===== src/rtl/alu_pkg.sv =====
// Shared definitions for the 8-bit registered ALU.
// Opcode encoding, datapath widths and the reserved-opcode test.
package alu_pkg;

  localparam int ALU_W  = 8;
  localparam int ALU_CW = 4;

  typedef enum logic [ALU_CW-1:0] {
    OP_ADD  = 4'h1,
    OP_SUB  = 4'h2,
    OP_AND  = 4'h3,
    OP_OR   = 4'h4,
    OP_XOR  = 4'h5,
    OP_NAND = 4'h6,
    OP_NOR  = 4'h7,
    OP_SHL  = 4'h8,
    OP_SHR  = 4'h9,
    OP_ROL  = 4'hA,
    OP_ROR  = 4'hB,
    OP_ASR  = 4'hC,
    OP_NOT  = 4'hD
  } alu_op_e;

  // Reserved codes 0x0, 0xE and 0xF produce a cleared result.
  function automatic logic alu_op_valid(input logic [ALU_CW-1:0] op);
    return (op >= 4'h1) && (op <= 4'hD);
  endfunction

endpackage


===== src/rtl/alu_if.sv =====
// Operand/opcode/result bundle between the datapath and the ALU stage.
// The master drives the operation; the slave returns the registered result.
interface alu_if;
  import alu_pkg::*;

  logic [ALU_CW-1:0] C;
  logic [ALU_W-1:0]  A;
  logic [ALU_W-1:0]  B;
  logic [ALU_W-1:0]  s;
  logic              cout;

  modport master (output C, output A, output B, input s, input cout);
  modport slave  (input C, input A, input B, output s, output cout);

endinterface


===== src/rtl/alu_core.sv =====
// Combinational ALU datapath: opcode decode, 9-bit add/sub, logic and
// shift/rotate results selected into the next result and carry bit.
module alu_core
  import alu_pkg::*;
(
  input  logic [ALU_CW-1:0] i_op,
  input  logic [ALU_W-1:0]  i_a,
  input  logic [ALU_W-1:0]  i_b,
  output logic [ALU_W-1:0]  o_s,
  output logic              o_cout
);

  logic [ALU_W:0]   w_sum;
  logic [ALU_W:0]   w_diff;
  logic [ALU_W-1:0] w_s;
  logic             w_cout;
  alu_op_e          w_op;

  assign w_op   = alu_op_e'(i_op);
  assign w_sum  = {1'b0, i_a} + {1'b0, i_b};
  // Bit 8 of the zero-extended difference is set exactly when A < B.
  assign w_diff = {1'b0, i_a} - {1'b0, i_b};

  always_comb begin
    w_s    = '0;
    w_cout = 1'b0;
    if (alu_op_valid(i_op)) begin
      case (w_op)
        OP_ADD:  {w_cout, w_s} = w_sum;
        OP_SUB:  {w_cout, w_s} = w_diff;
        OP_AND:  w_s = i_a & i_b;
        OP_OR:   w_s = i_a | i_b;
        OP_XOR:  w_s = i_a ^ i_b;
        OP_NAND: w_s = ~(i_a & i_b);
        OP_NOR:  w_s = ~(i_a | i_b);
        OP_SHL:  begin w_s = {i_a[ALU_W-2:0], 1'b0};     w_cout = i_a[ALU_W-1]; end
        OP_SHR:  begin w_s = {1'b0, i_a[ALU_W-1:1]};     w_cout = i_a[0];       end
        OP_ROL:  begin w_s = {i_a[ALU_W-2:0], i_a[ALU_W-1]}; w_cout = i_a[ALU_W-1]; end
        OP_ROR:  begin w_s = {i_a[0], i_a[ALU_W-1:1]};   w_cout = i_a[0];       end
        OP_ASR:  begin w_s = {i_a[ALU_W-1], i_a[ALU_W-1:1]}; w_cout = i_a[0];   end
        OP_NOT:  w_s = ~i_a;
        default: begin w_s = '0; w_cout = 1'b0; end
      endcase
    end
  end

  assign o_s    = w_s;
  assign o_cout = w_cout;

endmodule


===== src/rtl/alu.sv =====
// Single-cycle execute stage: combinational ALU core followed by the
// 9-bit result/carry register with synchronous active-low reset.
module alu
  import alu_pkg::*;
(
  input  logic  clk,
  input  logic  rst_n,
  alu_if.slave  bus
);

  logic [ALU_W-1:0] w_s_nxt;
  logic             w_cout_nxt;
  logic [ALU_W-1:0] r_s;
  logic             r_cout;

  alu_core u_core (
    .i_op   (bus.C),
    .i_a    (bus.A),
    .i_b    (bus.B),
    .o_s    (w_s_nxt),
    .o_cout (w_cout_nxt)
  );

  always_ff @(posedge clk) begin
    if (!rst_n) begin
      r_s    <= '0;
      r_cout <= 1'b0;
    end else begin
      r_s    <= w_s_nxt;
      r_cout <= w_cout_nxt;
    end
  end

  assign bus.s    = r_s;
  assign bus.cout = r_cout;

endmodule


===== src/flat_wrapper.sv =====
// flat-port wrapper written by rule: the top's interface ports become plain ports
module alu_flat import alu_pkg::*;
  (clk, rst_n, bus_C, bus_A, bus_B, bus_s, bus_cout);
  alu_if bus_i ();
  input  logic clk;
  input  logic rst_n;
  input wire logic [$bits(bus_i.C)-1:0] bus_C;
  input wire logic [$bits(bus_i.A)-1:0] bus_A;
  input wire logic [$bits(bus_i.B)-1:0] bus_B;
  output wire logic [$bits(bus_i.s)-1:0] bus_s;
  output wire logic [$bits(bus_i.cout)-1:0] bus_cout;
  assign bus_i.C = bus_C;
  assign bus_i.A = bus_A;
  assign bus_i.B = bus_B;
  assign bus_s = bus_i.s;
  assign bus_cout = bus_i.cout;
  alu u_core (.clk(clk), .rst_n(rst_n), .bus(bus_i));
endmodule

===== config.mk =====
export PLATFORM = sky130hd
export DESIGN_NAME = alu_flat
export DESIGN_NICKNAME = d
export VERILOG_FILES = /design/src/rtl/alu_pkg.sv /design/src/rtl/alu_if.sv /design/src/rtl/alu_core.sv /design/src/rtl/alu.sv /design/src/flat_wrapper.sv
export SDC_FILE = /design/constraint.sdc
export NUM_CORES = 1
export LEC_CHECK = 0
export BUFFER_PORTS_ARGS = -buffer_cell sky130_fd_sc_hd__buf_4
export CELL_PAD_IN_SITES_DETAIL_PLACEMENT = 0
export CELL_PAD_IN_SITES_GLOBAL_PLACEMENT = 2
export CORE_ASPECT_RATIO = 0.75
export CORE_UTILIZATION = 34
export DETAILED_ROUTE_END_ITERATION = 10
export GPL_ROUTABILITY_DRIVEN = 0
export PLACE_DENSITY = 0.92
export SLEW_MARGIN = 40
export SYNTH_ARGS = -nofsm -noshare
export SYNTH_HDL_FRONTEND = slang
export SYNTH_SLANG_ARGS = --single-unit

===== constraint.sdc =====
create_clock -name clk -period 3.4 [get_ports clk]
set_input_delay 0.51 -clock clk [delete_from_list [all_inputs] [get_ports clk]]
set_output_delay 0.51 -clock clk [all_outputs]
set_load 0.01 [all_outputs]

Word level (Yosys, flattened, before mapping)
Index checks and enable logic that the tools add are counted.
{"block": "classes", "n_addsub": 2, "n_reduce_logical": 4, "shifts": 0, "mux": 2, "n_mul": 0, "magnitude_cmp": 2, "n_div": 0, "eq_ne": 13, "n_bitwise": 6}
{"cell": "one-hot mux 8 bit (13 select lines)", "n": 1}
{"cell": "equality test 4 bit (second input constant)", "n": 6}
{"cell": "inverter 8 bit", "n": 3}
{"cell": "equality test 4 x 3 -> 1 bit (second input constant)", "n": 4}
{"cell": "adder 8 x 8 -> 9 bit", "n": 1}
{"cell": "subtractor 8 x 8 -> 9 bit", "n": 1}
{"cell": "bitwise AND 8 bit", "n": 1}
{"cell": "equality test 4 x 2 -> 1 bit (second input constant)", "n": 2}
{"cell": "OR 8 bit", "n": 1}
{"cell": "bitwise XOR 8 bit", "n": 1}
{"cell": "equality test 4 x 1 -> 1 bit (second input constant)", "n": 1}
{"cell": ">= comparator 4 x 1 -> 1 bit (second input constant)", "n": 1}
{"cell": "less-or-equal comparator 4 bit (second input constant)", "n": 1}
{"cell": "one-hot mux 1 bit (4 select lines)", "n": 1}
{"cell": "OR reduction 3 bit", "n": 1}
{"cell": "AND reduction 2 bit", "n": 1}
{"cell": "OR reduction 2 bit", "n": 1}
{"cell": "logical AND 1 bit", "n": 1}
{"block": "totals", "latch_bits": 0, "romBits": 0, "n_memories": 0, "ram_bits": 0, "wordCells": 31, "ff_bits": 9}

Depth between registers and ports, before layout
Gate-level depths: netlist of the first run.
{"block": "logic_depth", "ltp_word": 3, "depth_mapped": 10}

By module
A second synthesis of the first run with hierarchy kept.
{"block": "unflattened", "hier_cells": 237, "area_unflattened_um2": 1826.8}
{"mod": "alu_core", "n_inst": 1, "cells_per_inst": 219, "area_each_um2": 1590.3, "seq_area_each_um2": 0.0}
{"mod": "alu", "n_inst": 1, "cells_per_inst": 18, "area_each_um2": 236.5, "seq_area_each_um2": 180.2}

Worst setup path before layout of the first run
Ideal clock, no wire load.
{"block": "synth_path", "kind": "input to register", "startpoint": "input port bus_A[0]", "endpoint": "register u_core.r_cout, in the netlist u_core.bus.cout", "path_slack_ps": 1237, "path_buffers": 0, "arrival_ps": 2085, "path_stages": 10, "setup_ps": 78, "path_cell_list": "inv_1 -> ha_1 -> inv_1 -> fa_1 -> nand2b_1 -> a21oi_1 -> nor2_1 -> o31ai_1 -> a2111o_1 -> a31oi_1"}
{"block": "synth_between", "elab_chain_cells": 2, "word_cells_on_any_way": 3}
{"item": "from (decl)", "line": "flat_wrapper.sv:8", "text": "input wire logic [$bits(bus_i.A)-1:0] bus_A;"}
{"item": "subtractor 8 x 8 -> 9 bit / adder 8 x 8 -> 9 bit (equally long branches)", "line": "alu_core.sv:22, alu_core.sv:20"}
{"item": "one-hot mux 1 bit (4 select lines) *", "line": "alu_core.sv:28", "text": "case (w_op)"}
{"item": "to (signal assigned)", "line": "alu.sv:30", "text": "r_cout <= w_cout_nxt;"}
{"item": "to (decl)", "line": "alu.sv:14", "text": "logic r_cout;"}
Mark *: on every way between the ends. The rest lies on a longest branch, timed or not.
A chain may end at the register's enable or synchronous reset.

Final worst setup path of the first run
Same ends and word-level chain as after synthesis.

==> metrics.log, run 1 <==
[metrics] status: complete, no violations
[metrics] path type of the worst min-delay path: in2reg
[metrics] path type of the worst setup path: in2reg
[metrics] Hold Path Stages: 3
[metrics] level count of the clock H-tree: 1
[metrics] antenna violations before repair: 0
[metrics] post-route cell area: 0.00208 mm2
[metrics] via total after detailed routing: approximately 1900
[metrics] combined global-route utilization of all metal layers: about a fifth
[metrics] Synth Instances: 254
[metrics] Endpoint, Worst Hold: u_core.bus.s[2]
[metrics] Tmin final: between 2 and 2.5 ns
[metrics] DIE AREA: about 0.0056 mm2
[metrics] antenna-violating nets left: 0
[metrics] die width: approximately 86 um
[metrics] portion of netlist area occupied by mux cells: under 10%
[metrics] main combinational cell family by area after synthesis: compound AO/OA/AOI/OAI gates
[metrics] post-synthesis register bit count: 9
[metrics] Crit path top cell by count: sky130_fd_sc_hd__inv_1
[metrics] root cell of the clock tree: sky130_fd_sc_hd__clkbuf_8
[metrics] number of global-route vias before repair: roughly 1700
[metrics] Synthesis Warnings: 0
[metrics] peak ir drop on the vdd network: roughly 0.085 mV
[metrics] slew at the pin with the worst max-slew slack: ~0.55 ns
[metrics] Clock transition at path regs: about 0.06 ns
[metrics] maximum number of pins on one net before global-route repair: 29
[metrics] worst path arrival time: around 2.6 ns
[metrics] Post-Synthesis Net Count: 302
[metrics] Tcrit/Tclk final: between 70% and 80%
[metrics] endpoint required time on the critical path: approximately 3.6 ns
[metrics] xor-xnor portion of the synthesized cell area: 1.46%
[metrics] Placement Rows: 22
[metrics] Max transition margin: between 60% and 70%
[metrics] number of buffers inserted during clock tree synthesis: 3
[metrics] launch instance of the worst min-delay path: bus_A[3]
[metrics] first-pass detailed-route iteration total: 5
[metrics] maximum number of buffers from clock root to sink: 2
[metrics] Floorplan Core Area: about 0.005 mm2
[metrics] adder-cell area share of the yosys netlist: 18.9%
[metrics] number of different library cells in the post-synthesis netlist: 56
[metrics] aggregate routed wire length: between 5000 and 6000 um
[metrics] number of antenna cells inserted: 0
[metrics] Post-CTS Hold Fix Bufs: 0
[metrics] quantity of I/O buffers inserted on ports: 30
[metrics] Most used DFF post-synth: sky130_fd_sc_hd__dfxtp_1
[metrics] fin nets: approximately 320
[metrics] slowest stage delay, CP: 0.44 ns
[metrics] cell area power density: 247 mW/mm2
[metrics] total DRC errors in the routed layout: 0
[metrics] slowest stage cell, crit path: sky130_fd_sc_hd__a2111o_1
[metrics] setup repair after global routing missed its margin: false
[metrics] Highest Clock Rate: ~0.41 GHz
[metrics] startpoint type of the worst setup path: primary input
[metrics] number of enable-type register cells in the synthesized netlist: 0
[metrics] overall overflow remaining after global route: 0
[metrics] share of post-route cells with drive strength above 1: 14.7%
[metrics] clock tree from TritonCTS: built
[metrics] share of async-settable or async-resettable flops after synthesis: 0%
[metrics] total placed instance area: 0.00203 mm2
[metrics] Initial Utilization: ~36%
[metrics] total setup buffers inserted after CTS: 0
[metrics] kind of capture point of the worst setup path: flop
[metrics] simple-gate portion of the synthesized area: around a fifth
[metrics] share of the yosys chip area belonging to registers: 10.0%
[metrics] post-detail-place hpwl: approximately 4200 um
[metrics] routed len/inst: 16.2 um
[metrics] Synth Area in Compound Gates: ~38%
[metrics] family with the most delay on the worst path: compound AO/OA/AOI/OAI gates
[metrics] Cell Chain, Critical Path: buf_4 > inv_1 > ha_1 > inv_1 > fa_1 > nand2b_1 > a21oi_1 > nor2_1 > o31ai_1 > a2111o_1 > a31oi_1
[metrics] leakage component of the power: 0.000922 uW
[metrics] Setup-failing EPs final: 0
[metrics] vias per cell: around 5.6
[metrics] netlist area before placement: about 0.0018 mm2
[metrics] Fin. Hold Viols: 0
[metrics] worst hold slack after final layout: 0.576 ns
[metrics] max-capacitance violation count: 0
[metrics] Critical path buffers and inverters: 3
[metrics] initial DRC count: slightly below 300
[metrics] count of boundary I/O pins: 31
[metrics] pins over their slew limit: 0
[metrics] Clock Sinks: 9
[metrics] synthesized area per cell: around 7 um2
[metrics] Post-CTS Resized: 0
[metrics] total negative setup slack: 0 ns
[metrics] largest fanout on the critical path: 6
[metrics] die extent in y: about 65 um
[metrics] wire length of the first global-routing pass: 9310 um
[metrics] area added between synthesis and finish: 15.3%
[metrics] overall power after layout: 513 uW
==> per-stage QoR <==
step                      cells  worst slack, ns  utilization [%]
after floorplan             254             1.24                -
after global placement      340            0.709             40.8
after detailed placement    340            0.725             40.8
after CTS                   344            0.958             41.7
after global routing        344            0.814             41.7
final                       344            0.941             41.7
==> layer usage <==
layer / vias to the layer above / routed length, um / GRT usage (%)
li1: 962 / - / -
met1: 877 / 2780 / 34.1
met2: 84 / 2270 / 29.7
met3: 4 / 488 / 1.53
met4: 0 / 55 / 6.04
met5: - / 0 / 0
==> cells in the final DEF (no fill, tap or decap), types with 3 or more instances in the layout <==
master                      n
sky130_fd_sc_hd__a221oi_1   3
sky130_fd_sc_hd__nor2b_1    5
sky130_fd_sc_hd__o21ai_0   22
sky130_fd_sc_hd__clkbuf_8   3
sky130_fd_sc_hd__a22oi_1    6
sky130_fd_sc_hd__and3_1     4
sky130_fd_sc_hd__a21o_1     4
sky130_fd_sc_hd__a211oi_1   3
sky130_fd_sc_hd__a31oi_1    6
sky130_fd_sc_hd__buf_4     30
sky130_fd_sc_hd__o211ai_1   9
sky130_fd_sc_hd__nor3_1     4
sky130_fd_sc_hd__inv_1     25
sky130_fd_sc_hd__nor2_1    19
sky130_fd_sc_hd__nand2_1   20
sky130_fd_sc_hd__a21oi_1   18
sky130_fd_sc_hd__nand2b_1   4
sky130_fd_sc_hd__nand3_1    7
sky130_fd_sc_hd__ha_1      24
sky130_fd_sc_hd__dfxtp_1    9
==> Yosys cell counts (3+ instances only) <==
cell | count | area, um2
sky130_fd_sc_hd__buf_2 | 11 | 55.1
sky130_fd_sc_hd__nor2_1 | 19 | 71.3
sky130_fd_sc_hd__inv_1 | 25 | 93.8
sky130_fd_sc_hd__o211ai_1 | 9 | 67.6
sky130_fd_sc_hd__ha_1 | 24 | 300
sky130_fd_sc_hd__nor3_1 | 4 | 20.0
sky130_fd_sc_hd__nand3_1 | 7 | 35.0
sky130_fd_sc_hd__dfxtp_1 | 9 | 180
sky130_fd_sc_hd__a221oi_1 | 3 | 26.3
sky130_fd_sc_hd__and3_1 | 4 | 25.0
sky130_fd_sc_hd__nand2b_1 | 4 | 25.0
sky130_fd_sc_hd__nor2b_1 | 5 | 31.3
sky130_fd_sc_hd__a21oi_1 | 18 | 90.1
sky130_fd_sc_hd__a31oi_1 | 6 | 37.5
sky130_fd_sc_hd__a211oi_1 | 3 | 22.5
sky130_fd_sc_hd__a21o_1 | 4 | 30.0
sky130_fd_sc_hd__o21ai_0 | 22 | 110
sky130_fd_sc_hd__nand2_1 | 20 | 75.1
sky130_fd_sc_hd__a22oi_1 | 6 | 45.0
==> worst max path at each step <==
| stage | startpoint | to | slack [ns] | depth (start not counted) |
|---|---|---|---|---|
| 2_1_floorplan | bus_A[0] | u_core.bus.cout | 1.24 | 10 |
| 6_report | bus_A[0] | u_core.bus.cout | 0.94 | 11 |
| 3_3_place_gp | bus_A[0] | u_core.bus.s[6] | 0.71 | 11 |
| 4_1_cts | bus_A[0] | u_core.bus.cout | 0.96 | 11 |
| 3_5_place_dp | bus_A[0] | u_core.bus.s[6] | 0.72 | 11 |
| 5_1_grt | bus_A[0] | u_core.bus.cout | 0.81 | 11 |
==> cell families after synthesis <==
group	Yosys count
muxes	4
adders and majority gates	26
AOI/OAI and AO/OA	98
xor gates and xnor gates	3
DFF	9
and+or+nand+nor	73
buffers and inverters	41
==> registers in the layout, indices dropped and copies added, names as in the netlist <==
signal           cells
u_core.bus.cout      1
u_core.bus.s         8
==> where the power goes <==
group	internal (uW)	total (uW)	switching [uW]
clock	82.6	137	54.3
combinational	106	258	152
sequential	115	118	2.75
total	304	513	209
==> final cells by class <==
class / instances / area (um2)
multi-input combinational: 204 / 1440
tap: 72 / 90.1
timing repair buffer: 30 / 225
clock buffer: 4 / 45.0
sequential: 9 / 180
fill: 562 / 2910
inverter: 25 / 93.8
Power figures use the tool's default switching activity.
==> inputs of run 2 (changes only) <==
CORE_UTILIZATION = 29   (was 34)
PLACE_DENSITY = 0.84   (was 0.92)
clock period = 2.1 ns   (was 3.4 ns; I/O delays follow)
==> metrics.log, run 2 (synthesis gave the netlist of run 1 again) <==
[metrics] Clock transition at path regs: about 0.050 ns
[metrics] number of buffers inserted during clock tree synthesis: 3
[metrics] Post-CTS Hold Fix Bufs: 0
[metrics] vias per cell: about 5.3
[metrics] Setup-failing EPs final: 0
[metrics] antenna violations before repair: 0
[metrics] most common library cell in the layout ignoring fill and taps: sky130_fd_sc_hd__buf_4
[metrics] DIE AREA: about 0.0065 mm2
[metrics] Hold Path Stages: 3
[metrics] aggregate routed wire length: about 6300 um
[metrics] path type of the worst min-delay path: in2reg
[metrics] count of boundary I/O pins: 31
[metrics] via total after detailed routing: 2042
[metrics] peak ir drop on the vdd network: 0.110 mV
[metrics] leakage component of the power: 0.00110 uW
[metrics] Clock Sinks: 9
[metrics] overall overflow remaining after global route: 0
[metrics] maximum number of pins on one net before global-route repair: 18
[metrics] fill count: between 600 and 700
[metrics] launch instance of the worst min-delay path: bus_A[4]
[metrics] cell area power density: about 380 mW/mm2
[metrics] max-capacitance violation count: 0
[metrics] die extent in y: about 70 um
[metrics] Tmin final: between 1.5 and 2 ns
[metrics] setup repair after global routing missed its margin: false
[metrics] pins over their slew limit: 0
[metrics] final core area utilization: about two fifths
[metrics] number of antenna cells inserted: 0
[metrics] combined global-route utilization of all metal layers: between 20% and 30%
[metrics] share of post-route cells with drive strength above 1: roughly 28%
[metrics] largest fanout on the critical path: 3
[metrics] post-route worst setup slack: 0.134 ns
[metrics] slew at the pin with the worst max-slew slack: just over 0.5 ns
[metrics] Placement Rows: 24
[metrics] post-detail-place hpwl: slightly below 5000 um
[metrics] pre-CTS worst setup slack: -0.194 ns
[metrics] endpoint required time on the critical path: between 2 and 2.5 ns
[metrics] slowest stage cell, crit path: sky130_fd_sc_hd__a2111oi_2
[metrics] placed insts: between 300 and 400
[metrics] Fin. Hold Viols: 0
[metrics] Highest Clock Rate: slightly above 0.5 GHz
[metrics] Critical path buffers and inverters: 4
[metrics] Cell Chain, Critical Path: buf_4 > inv_1 > ha_2 > inv_1 > fa_2 > nand2b_1 > a21oi_2 > nor2_2 > buf_4 > o311a_1 > a2111oi_2 > a21oi_1
[metrics] level count of the clock H-tree: 1
[metrics] antenna-violating nets left: 0
[metrics] status: complete, no violations
[metrics] worst path arrival time: 2.08 ns
[metrics] fin nets: between 300 and 400
[metrics] root cell of the clock tree: sky130_fd_sc_hd__clkbuf_8
[metrics] Floorplan Core Area: 0.00592 mm2
[metrics] source of the critical timing path: bus_A[0]
[metrics] family with the most delay on the worst path: compound AO/OA/AOI/OAI gates
[metrics] most used cells in the layout excluding fill and tap cells: 67 x sky130_fd_sc_hd__buf_4, 25 x sky130_fd_sc_hd__inv_1, 23 x sky130_fd_sc_hd__ha_1, 21 x sky130_fd_sc_hd__o21ai_0, 20 x sky130_fd_sc_hd__nand2_1
[metrics] Max transition margin: between 60% and 70%
[metrics] Tcrit/Tclk final: 93.6%
[metrics] worst hold slack after final layout: about 0.42 ns
[metrics] path type of the worst setup path: in2reg
[metrics] flip-flop count of the largest register, all copies and words added: 8
[metrics] clock tree from TritonCTS: built
[metrics] maximum number of buffers from clock root to sink: 2
[metrics] initial DRC count: ~110
[metrics] routed len/inst: between 15 and 20 um
[metrics] startpoint type of the worst setup path: primary input
[metrics] Final Instance Count excl. Fillers: between 300 and 400
[metrics] Initial Utilization: 30.5%
[metrics] slowest stage delay, CP: 0.34 ns
[metrics] quantity of I/O buffers inserted on ports: 30
[metrics] number of global-route vias before repair: 1955
[metrics] kind of capture point of the worst setup path: flop
[metrics] total DRC errors in the routed layout: 0
[metrics] area added between synthesis and finish: 32.8%
[metrics] die width: around 93 um
[metrics] Endpoint, Worst Hold: u_core.bus.s[3]
[metrics] wire length of the first global-routing pass: between 10000 and 15000 um
[metrics] first-pass detailed-route iteration total: 4
-- run 2: per-layer routing --
| metal | up-vias | wire (um) | GRT usage (%) |
|---|---|---|---|
| met3 | 4 | 426 | 1.42 |
| li1 | 1038 | - | - |
| met5 | - | 0 | 0 |
| met2 | 65 | 2400 | 27.7 |
| met4 | 0 | 49 | 4.79 |
| met1 | 935 | 3390 | 33.0 |
-- run 2: how the worst max path moves through the flow --
| stage | endpoint | slack, ns | cells after the start |
|---|---|---|---|
| 3_5_place_dp | u_core.bus.cout | -0.19 | 11 |
| 3_3_place_gp | u_core.bus.cout | -0.14 | 11 |
| 6_report | u_core.bus.s[6] | 0.13 | 12 |
| 5_1_grt | u_core.bus.s[6] | 0.007 | 12 |
| 4_1_cts | u_core.bus.cout | 0.02 | 11 |
| 2_1_floorplan | u_core.bus.cout | 0.13 | 10 |
-- run 2: tightest hold or removal path: cells and delay by family --
family,cells,cell delay (ns)
simple gates,1,0.06
buf+inv,1,0.14
compound gates,1,0.07
-- run 2: area by class of cell --
class	count	area (um2)	area share, %
multi-input cells	204	1470	61.6
repair buffers	67	503	21.0
flip-flops and latches	9	180	7.53
well taps	78	97.6	4.08
inverters	25	93.8	3.92
clock buffers	4	45.0	1.88
-- run 2: power breakdown --
part           internal, uW  switching [uW]  leakage [uW]
sequential              187            4.19     0.0000744
combinational           233             272       0.00101
clock                   133            81.2     0.0000228
total                   553             357       0.00110
-- run 2: stage by stage --
stage	setup TNS, ns	cell area, um2	power [uW]
floorplan	0	1800	472
global placement	-0.321	2310	675
detailed placement	-0.537	2310	676
CTS	0	2350	897
global route	0	2390	981
finish	0	2390	911
-- run 2: repair_timing --
item | in CTS | in global routing
setup buffers | 0 | 1
endpoints found under the setup margin | 0 | 4
endpoints found under the hold margin | 0 | 0
resized for setup | 0 | 10
